File: src/rtl/stream_memory_pkg.sv
// rtl/stream_memory_pkg.sv - shared reader state type and AXIS strobe helper for the stream/memory paths
package stream_memory_pkg;

   // Reader command sequencing: accept, issue reads, wait for the final beat
   typedef enum logic [1:0] {
      ST_IDLE  = 2'd0,
      ST_READ  = 2'd1,
      ST_DRAIN = 2'd2
   } reader_state_t;

   // One strobe bit covers one byte of stream data
   localparam int unsigned AXIS_BITS_PER_STRB = 8;

   // Number of tstrb bits for a given tdata width
   function automatic int unsigned axis_strb_width(input int unsigned data_width);
      return data_width / AXIS_BITS_PER_STRB;
   endfunction

endpackage

File: src/rtl/stream_sync_fifo.sv
// rtl/stream_sync_fifo.sv - single-clock FIFO with registered storage, head output and occupancy count
module stream_sync_fifo #(
   parameter  int WIDTH = 33,
   parameter  int DEPTH = 4,
   localparam int AW    = $clog2(DEPTH),
   localparam int CW    = AW + 1
) (
   input  logic             clk,
   input  logic             rst,
   input  logic             push,
   input  logic [WIDTH-1:0] push_data,
   input  logic             pop,
   output logic [WIDTH-1:0] head_data,
   output logic             head_valid,
   output logic [CW-1:0]    count
);

   localparam logic [CW-1:0] DEPTH_C = CW'(DEPTH);

   logic [WIDTH-1:0] storage [DEPTH];
   logic [AW-1:0]    wr_ptr;
   logic [AW-1:0]    rd_ptr;
   logic             do_push;
   logic             do_pop;

   // Pops only take effect on a valid head; a push into a full FIFO is
   // accepted only when the same cycle frees an entry
   always_comb begin
      do_pop  = pop && head_valid;
      do_push = push && ((count != DEPTH_C) || do_pop);
   end

   // Data storage carries no reset; the head is qualified by head_valid
   always_ff @(posedge clk) begin
      if (do_push) begin
         storage[wr_ptr] <= push_data;
      end
   end

   // Pointers and occupancy; DEPTH is a power of two so pointers wrap naturally
   always_ff @(posedge clk or posedge rst) begin
      if (rst) begin
         wr_ptr <= '0;
         rd_ptr <= '0;
         count  <= '0;
      end else begin
         if (do_push) begin
            wr_ptr <= wr_ptr + AW'(1);
         end
         if (do_pop) begin
            rd_ptr <= rd_ptr + AW'(1);
         end
         case ({do_push, do_pop})
            2'b10:   count <= count + CW'(1);
            2'b01:   count <= count - CW'(1);
            default: count <= count;
         endcase
      end
   end

   assign head_data  = storage[rd_ptr];
   assign head_valid = (count != '0);

endmodule

File: src/rtl/stream_memory_reader.sv
// rtl/stream_memory_reader.sv - RAM-to-AXIS packet reader; STREAM_MEMORY_READER_STATS_EN adds pkt/beat counters
module stream_memory_reader
   import stream_memory_pkg::*;
#(
   parameter int DATA_WIDTH = 32,
   parameter int ADDR_WIDTH = 10,
   parameter int LEN_WIDTH  = 16,
   parameter int FIFO_DEPTH = 4
) (
   input  logic                    m01_axis_aclk,
   input  logic                    m01_axis_areset,
   input  logic                    cmd_valid,
   output logic                    cmd_ready,
   input  logic [ADDR_WIDTH-1:0]   cmd_addr,
   input  logic [LEN_WIDTH-1:0]    cmd_len,
   output logic                    busy,
   output logic                    mem_rd_en,
   output logic [ADDR_WIDTH-1:0]   mem_rd_addr,
   input  logic [DATA_WIDTH-1:0]   mem_rd_data,
   output logic [DATA_WIDTH-1:0]   m01_axis_tdata,
   output logic [DATA_WIDTH/8-1:0] m01_axis_tstrb,
   output logic                    m01_axis_tvalid,
   output logic                    m01_axis_tlast,
`ifdef STREAM_MEMORY_READER_STATS_EN
   output logic [31:0]             pkt_count,
   output logic [31:0]             beat_count,
`endif
   input  logic                    m01_axis_tready
);

   localparam int            STRB_W  = int'(axis_strb_width(DATA_WIDTH));
   localparam int            CW      = $clog2(FIFO_DEPTH) + 1;
   localparam logic [CW:0]   DEPTH_L = (CW + 1)'(FIFO_DEPTH);
   localparam logic [LEN_WIDTH-1:0] LEN_ONE = LEN_WIDTH'(1);

   reader_state_t          state;
   reader_state_t          next_state;
   logic [ADDR_WIDTH-1:0]  addr_q;
   logic [LEN_WIDTH-1:0]   remaining_q;
   logic                   cmd_ready_q;
   logic                   rd_pending_q;
   logic                   rd_last_q;

   logic                   cmd_hs;
   logic                   rd_issue;
   logic                   pop;
   logic [CW:0]            occ_after;
   logic                   credit_ok;

   logic [DATA_WIDTH:0]    fifo_head;
   logic                   fifo_valid;
   logic [CW-1:0]          fifo_count;
   logic                   fifo_last;

   assign fifo_last = fifo_head[DATA_WIDTH];
   assign pop       = fifo_valid && m01_axis_tready;
   assign cmd_hs    = cmd_ready_q && cmd_valid;

   // Credit: a new read may issue only if everything already buffered or in
   // flight, less what leaves this cycle, still leaves a free FIFO entry
   always_comb begin
      occ_after = {1'b0, fifo_count}
                + {{CW{1'b0}}, rd_pending_q}
                - {{CW{1'b0}}, pop};
      credit_ok = (occ_after < DEPTH_L);
   end

   // Next-state and read-issue decode
   always_comb begin
      next_state = state;
      rd_issue   = 1'b0;
      unique case (state)
         ST_IDLE: begin
            if (cmd_hs && (cmd_len != '0)) begin
               next_state = ST_READ;
            end
         end
         ST_READ: begin
            if (credit_ok) begin
               rd_issue = 1'b1;
               if (remaining_q == LEN_ONE) begin
                  next_state = ST_DRAIN;
               end
            end
         end
         ST_DRAIN: begin
            if (pop && fifo_last) begin
               next_state = ST_IDLE;
            end
         end
         default: begin
            next_state = ST_IDLE;
         end
      endcase
   end

   // State register; cmd_ready is registered so it stays low through reset
   always_ff @(posedge m01_axis_aclk or posedge m01_axis_areset) begin
      if (m01_axis_areset) begin
         state       <= ST_IDLE;
         cmd_ready_q <= 1'b0;
      end else begin
         state       <= next_state;
         cmd_ready_q <= (next_state == ST_IDLE);
      end
   end

   // Command latch, address/length stepping, and one-cycle read-latency tracking
   always_ff @(posedge m01_axis_aclk or posedge m01_axis_areset) begin
      if (m01_axis_areset) begin
         addr_q       <= '0;
         remaining_q  <= '0;
         rd_pending_q <= 1'b0;
         rd_last_q    <= 1'b0;
      end else begin
         if (cmd_hs) begin
            addr_q      <= cmd_addr;
            remaining_q <= cmd_len;
         end else if (rd_issue) begin
            addr_q      <= addr_q + ADDR_WIDTH'(1);
            remaining_q <= remaining_q - LEN_ONE;
         end
         rd_pending_q <= rd_issue;
         rd_last_q    <= rd_issue && (remaining_q == LEN_ONE);
      end
   end

   stream_sync_fifo #(
      .WIDTH (DATA_WIDTH + 1),
      .DEPTH (FIFO_DEPTH)
   ) u_fifo (
      .clk        (m01_axis_aclk),
      .rst        (m01_axis_areset),
      .push       (rd_pending_q),
      .push_data  ({rd_last_q, mem_rd_data}),
      .pop        (pop),
      .head_data  (fifo_head),
      .head_valid (fifo_valid),
      .count      (fifo_count)
   );

   assign cmd_ready       = cmd_ready_q;
   assign busy            = (state != ST_IDLE);
   assign mem_rd_en       = rd_issue;
   assign mem_rd_addr     = addr_q;
   assign m01_axis_tvalid = fifo_valid;
   assign m01_axis_tdata  = fifo_valid ? fifo_head[DATA_WIDTH-1:0] : '0;
   assign m01_axis_tlast  = fifo_valid && fifo_last;
   assign m01_axis_tstrb  = {STRB_W{fifo_valid}};

`ifdef STREAM_MEMORY_READER_STATS_EN
   // Handshake counters, free-running modulo 2**32
   always_ff @(posedge m01_axis_aclk or posedge m01_axis_areset) begin
      if (m01_axis_areset) begin
         pkt_count  <= '0;
         beat_count <= '0;
      end else begin
         if (pop) begin
            beat_count <= beat_count + 32'd1;
         end
         if (pop && fifo_last) begin
            pkt_count <= pkt_count + 32'd1;
         end
      end
   end
`endif

endmodule

File: config.mk
export PLATFORM = sky130hd
export DESIGN_NAME = stream_memory_reader
export DESIGN_NICKNAME = d
export VERILOG_FILES = /design/src/rtl/stream_memory_pkg.sv /design/src/rtl/stream_sync_fifo.sv /design/src/rtl/stream_memory_reader.sv
export SDC_FILE = /design/constraint.sdc
export NUM_CORES = 1
export LEC_CHECK = 0
export CORE_MARGIN = 2
export CORE_UTILIZATION = 40
export DETAILED_ROUTE_END_ITERATION = 8
export HOLD_SLACK_MARGIN = 0.03
export SETUP_SLACK_MARGIN = 0.02
export SKIP_LAST_GASP = 1
export SLEW_MARGIN = 25
export SYNTH_ARGS = -nofsm -noshare
export SYNTH_HDL_FRONTEND = slang
export SYNTH_SLANG_ARGS = --single-unit
File: constraint.sdc
create_clock -name m01_axis_aclk -period 3.2 [get_ports m01_axis_aclk]
set_clock_uncertainty 0.15 [all_clocks]
set_input_delay 0.64 -clock m01_axis_aclk [delete_from_list [all_inputs] [get_ports m01_axis_aclk]]
set_output_delay 0.64 -clock m01_axis_aclk [all_outputs]
set_load 0.02 [all_outputs]
# Word-level counts from Yosys, hierarchy flattened
# Memory sizes are Yosys's and may differ from the RTL's.
# Cells that the tools add are included.
# classes
add_sub_neg	8
order_cmp	1
eq_ne	6
muxes	15
reduce_logical	16
# ops
operator	n
$mux 16	2
$mux 32	1
$mux 10	2
$eq 16x1->1 const B	1
$reduce_bool 16->1	1
$sub 16x1->16 const B	1
$add 10x1->10 const B	1
$logic_and 1x1->1	8
$mux 2	4
$pmux 2 s3	1
$pmux 3 s2	1
$reduce_bool 2->1	3
$add 2x1->2 const B	2
$add 3x1->4	1
$eq 2x1->1 const B	2
$eq 2x2->1 const B	2
$logic_not 2->1	2
$lt 4x3->1 const B	1
$mux 1	4
$sub 4x1->4	1
$add 3x1->3 const B	1
$ne 3x3->1 const B	1
$reduce_bool 3->1	1
$sub 3x1->3 const B	1
$logic_or 1x1->1	1
# word_totals
ff_bits	38
mem_bits_rw	132
in_bits	62
out_inout_bits	51
word_cells	56
mem_count	1
# mem_list
name	depth	width	read_ports	rd_clocked_by_memory_dff	write_ports	line_no	rtl
u_fifo.storage	4	33	1	0	1	stream_sync_fifo.sv:20	logic [WIDTH-1:0] storage [DEPTH];

# Longest topological paths before layout
# logic_depth
ltp_word	8
depth_mapped	14
mapped_depth_nobuf	12

# By module
# From an unflattened synthesis, not the netlist that was laid out.
# unflattened
cells_unflattened	480
area_unflattened_um2	7497.2
# modules_own_cells
module	instances	cells_each	area_each_um2	seq_area_each_um2
stream_sync_fifo	1	226	5258.8	4139.0
stream_memory_reader	1	254	2238.4	775.7

# Least setup slack after synthesis
# No wires, ideal clock.
# synth_path
kind	register -> output
start	register u_fifo.count[0]
end	output mem_rd_en
arrival_time_ps	2369
t_required_ps	2410
setup_slack_ps	41
stages_incl_launch_ff	13
n_path_buf	2
cell_sequence	dfrtp_1 or3_1 clkbuf_1 nand2_1 inv_1 ha_1 inv_1 ha_1 nand3b_1 and4_1 nor2_1 buf_2 inv_1
# synth_between
elab_chain_len	6
elab_cells_between_ends	7
classes_between	add/sub (2); order compare (1); mux (2); reduce/logical (2)
# synth_lines
item	line_no	rtl
start: declaration	stream_sync_fifo.sv:15	output logic [CW-1:0] count
start signal: assignment	stream_sync_fifo.sv:54	2'b10: count <= count + CW'(1);
start signal: assignment	stream_sync_fifo.sv:55	2'b01: count <= count - CW'(1);
start signal: assignment	stream_sync_fifo.sv:56	default: count <= count;
branches (longest 2 deep; another with $add 3x1->4)	n/a	
$sub 4x1->4 (*)	stream_memory_reader.sv:64	- {{CW{1'b0}}, pop};
$lt 4x3->1 (*)	stream_memory_reader.sv:65	credit_ok = (occ_after < DEPTH_L);
$mux 1 (*)	stream_memory_reader.sv:79	if (credit_ok) begin
$mux 1 (*)	stream_memory_reader.sv:72	unique case (state)
end: declaration	stream_memory_reader.sv:17	output logic mem_rd_en,
# Mark *: on every way between the ends.

# Worst setup path after layout
# layout_path
start	register u_fifo.count[1]
end	output mem_rd_en
# The elaborated chain is that of the path after synthesis.

==> summary.md <==
| Metric | Value |
|---|---|
| Vias | ~4500 |
| Register-to-Register Path Depth | 15 |
| Crit start category | flip-flop |
| GRT Util Overall | 0.1688 |
| Clock net sink count | 170 |
| Slew margin rel. | 0.3541 |
| DR DRC count | 0 |
| Synth Warn # | 0 |
| Post-Route WL | between 15000 and 20000 um |
| Max-slew violations | 0 |
| Max-cap violations | 0 |
| Psw | a little over 3 mW |
| Initial cell density of the core | 0.4067 |
| Die Ht | about 140 um |
| Vias in the first global route | around 4700 |
| Global-route wire length before repair | roughly 25000 um |
| Gate power share | 0.432 |
| Post-synthesis async set-or-reset flop share | 0.2235 |
| Fin crit period | 3.139 ns |
| Share of layout cells above drive strength 1 | 0.2019 |
| Worst setup endpoint | mem_rd_en |
| Sequential share of power | 0.351 |
| Hold crit path type | flip-flop to flip-flop |
| Status | completed |
| Register area share after synthesis | 0.6727 |
| Initial DRT Pass Iterations | 4 |
| Crit path required time | between 2 and 2.5 ns |
| Drt initial violations | ~320 |
| CTS tree | built |
| RSZ-0062 raised after global routing | true |
| Setup CP Type | flip-flop to output port |
| Syn Nets | around 540 |
| Post-synth EDFFs | between 100 and 150 |
| Worst-Margin Slew | a little under 1 ns |
| Diode count | 0 |
| Vias per cell | 5.252 |
| Setup WS post-layout | roughly 0.061 ns |
| CP Max Fanout | 3 |
| P_int | ~5.9 mW |
| Mapped Area | about 7300 um^2 |
| Mapped Cells | 468 |
| Fmax | about 0.32 GHz |
| Clock Tree Buf Depth | 2 |
| Final period util | 0.9811 |
| Top Ports | between 100 and 150 |
| Core region area | 17960 um^2 |
| R2R setup slack | roughly 0.18 ns |
| Port bufs | roughly 110 |
| Wire per inst | roughly 18 um |
| Initial antenna violation count | 0 |
| Final Wtd Congestion | between 0.8 and 0.9 |
| Setup Slack @ Placement | -0.4094 ns |
| FF-to-FF Start | u_fifo.count[1] |
| Die X | 139.1 um |
| CTS Buf Count | 17 |
| Fin util | 0.5340 |
| WHS | around 0.34 ns |
| Avg Cell Area, Syn | approximately 16 um^2 |
| Clk pwr share | 0.217 |
| DP Wirelength | ~10000 um |
| Largest net degree at the start of global routing | 39 |
| P_leak | ~3.5 nW |
| PwrDens | between 900 and 1000 nW/um^2 |
| Residual antenna-violating net count after detailed routing | 0 |
| Clock root buffer master | clkbuf_16 |
| Clk pin slew, worst setup/hold paths | around 0.06 ns |
| FP Rows | ~50 |
| Layout area overhead | 31.31% |
| Gr ovfl total | 0 |
| Full die area | around 19000 um^2 |
| H-Tree Depth | 4 |
| Peak VDD IR | 0.0008803 V |
| Unique masters post-synth | between 40 and 50 |
| Setup-failing EPs final | 0 |
| Top_reg_cell synth | edfxtp_1 |
| Element type at the critical path end | output port |
| Crit path arrival time | about 2.4 ns |
| Sw frac | 0.3449 |
| Fin nets | between 600 and 700 |
| Crit path from | u_fifo.count[1] |
| Worst reg2reg endpoint | remaining_q[4] |
| Final Hold Vio Count | 0 |
| Register bit total from synthesis | 170 |
| Clk Latency, worst-skew pair | between 0.4 and 0.5 ns |
worst min path at each step:
stage / start / end / cells after the start
CTS: rd_last_q / u_fifo.storage[2][32] / 0
finish: rd_last_q / u_fifo.storage[2][32] / 0
global route: rd_last_q / u_fifo.storage[2][32] / 0
floorplan: remaining_q[15] / rd_last_q / 1
global placement: rd_last_q / u_fifo.storage[2][32] / 0
detailed placement: rd_last_q / u_fifo.storage[2][32] / 0
area by class of cell:
class | instances | area [um^2]
repair buffers | 149 | 1495
multi-input cells | 255 | 2253
well taps | 229 | 286.5
flip-flops and latches | 170 | 4920
fillers | 1499 | 8371
clock inverters | 15 | 145.1
clock buffers | 17 | 425.4
inverters | 18 | 67.56
synthesized netlist by cell type, types with 2 or more instances:
cell type,count,area (um^2)
nand2b_1,3,18.77
or4_1,3,22.52
mux2i_1,2,20.02
buf_4,4,30.03
o31ai_1,2,15.01
a21oi_1,12,60.06
nand3_1,7,35.03
a31oi_1,7,43.79
edfxtp_1,132,3964
ha_1,10,125.1
a21o_1,2,15.01
a211oi_1,7,52.55
o21ai_0,18,90.09
nor4_1,6,37.54
mux4_2,33,743.2
nand4_1,4,25.02
buf_2,5,25.02
clkbuf_1,16,60.06
or3_1,6,37.54
a2111oi_0,5,43.79
nor3_1,3,15.01
and4_1,2,17.52
nor2_1,20,75.07
dfrtp_1,38,950.9
or2_2,4,25.02
inv_1,18,67.56
and2_1,37,231.5
nand2_1,23,86.33
xnor2_1,23,201.4
layer usage:
layer	part of all wire	global-route usage
met3	0.032	0.03902
met5	0	0
met1	0.44	0.2209
met4	0.012	0.05157
met2	0.52	0.2829
sequential cells by signal, indices dropped and copies added, names as in the netlist:
name,count
rd_pending_q,1
u_fifo.count,3
cmd_ready,1
rd_last_q,1
mem_rd_addr,10
u_fifo.storage,132
remaining_q,16
u_fifo.rd_ptr,2
u_fifo.wr_ptr,2
state,2
worst max-delay path, cell delays in order (launching register included):
cell,delay [ns]
dfrtp_1,0.37
or3_4,0.40
nand2_2,0.07
inv_1,0.05
ha_2,0.17
inv_2,0.06
ha_4,0.19
nand3b_1,0.15
and4_4,0.27
nor2_4,0.04
inv_2,0.06
buf_6,0.11
cells in the final DEF (no fill, tap or decap), drive strengths merged, types with 9 or more instances in the layout:
| cell type | n |
|---|---|
| xnor2 | 23 |
| dfrtp | 38 |
| ha | 10 |
| mux4 | 33 |
| edfxtp | 132 |
| a21oi | 12 |
| o21ai | 18 |
| dlymetal6s2s | 20 |
| clkdlybuf4s50 | 90 |
| inv | 21 |
| clkbuf | 18 |
| nand2 | 24 |
| clkinv | 9 |
| buf | 37 |
| nor2 | 20 |
| and2 | 38 |
cells by family (layout without fill, tap and decap cells):
logic type	count (synthesis)	in the layout	share of synthesized area
compound gates	58	58	0.05104
xor+xnor	24	24	0.02877
fa+ha+maj	11	11	0.01987
buf+inv	43	199	0.02500
flops	170	170	0.6727
mux	35	35	0.1045
simple gates	127	127	0.09813
stage by stage:
stage | power (mW) | std cells | TNS [ns] | instance area (um^2)
floorplan | 5.361 | 468 | 0 | 7306
global placement | 6.893 | 813 | -0.7338 | 8848
detailed placement | 6.996 | 813 | -1.333 | 8848
CTS | 8.994 | 849 | -0.009983 | 9457
global route | 9.484 | 853 | -0.04086 | 9593
finish | 8.962 | 853 | 0 | 9593
timing repair:
item	in CTS	in global routing
buffers inserted	4	3
gates resized for setup	9	33
pin swaps	1	4
setup endpoints to repair	30	31
hold buffers	0	0
gates cloned	0	1
power by group through the flow:
stage                     clock, mW  sequential [mW]  combinational (mW)
final                          1.94             3.15                3.87
after global routing           2.08             3.20                4.20
after CTS                      1.99             3.15                3.86
after global placement            0             3.17                3.72
after detailed placement          0             3.20                3.80
after floorplan                   0             3.14                2.22
Power figures use the tool's default switching activity.
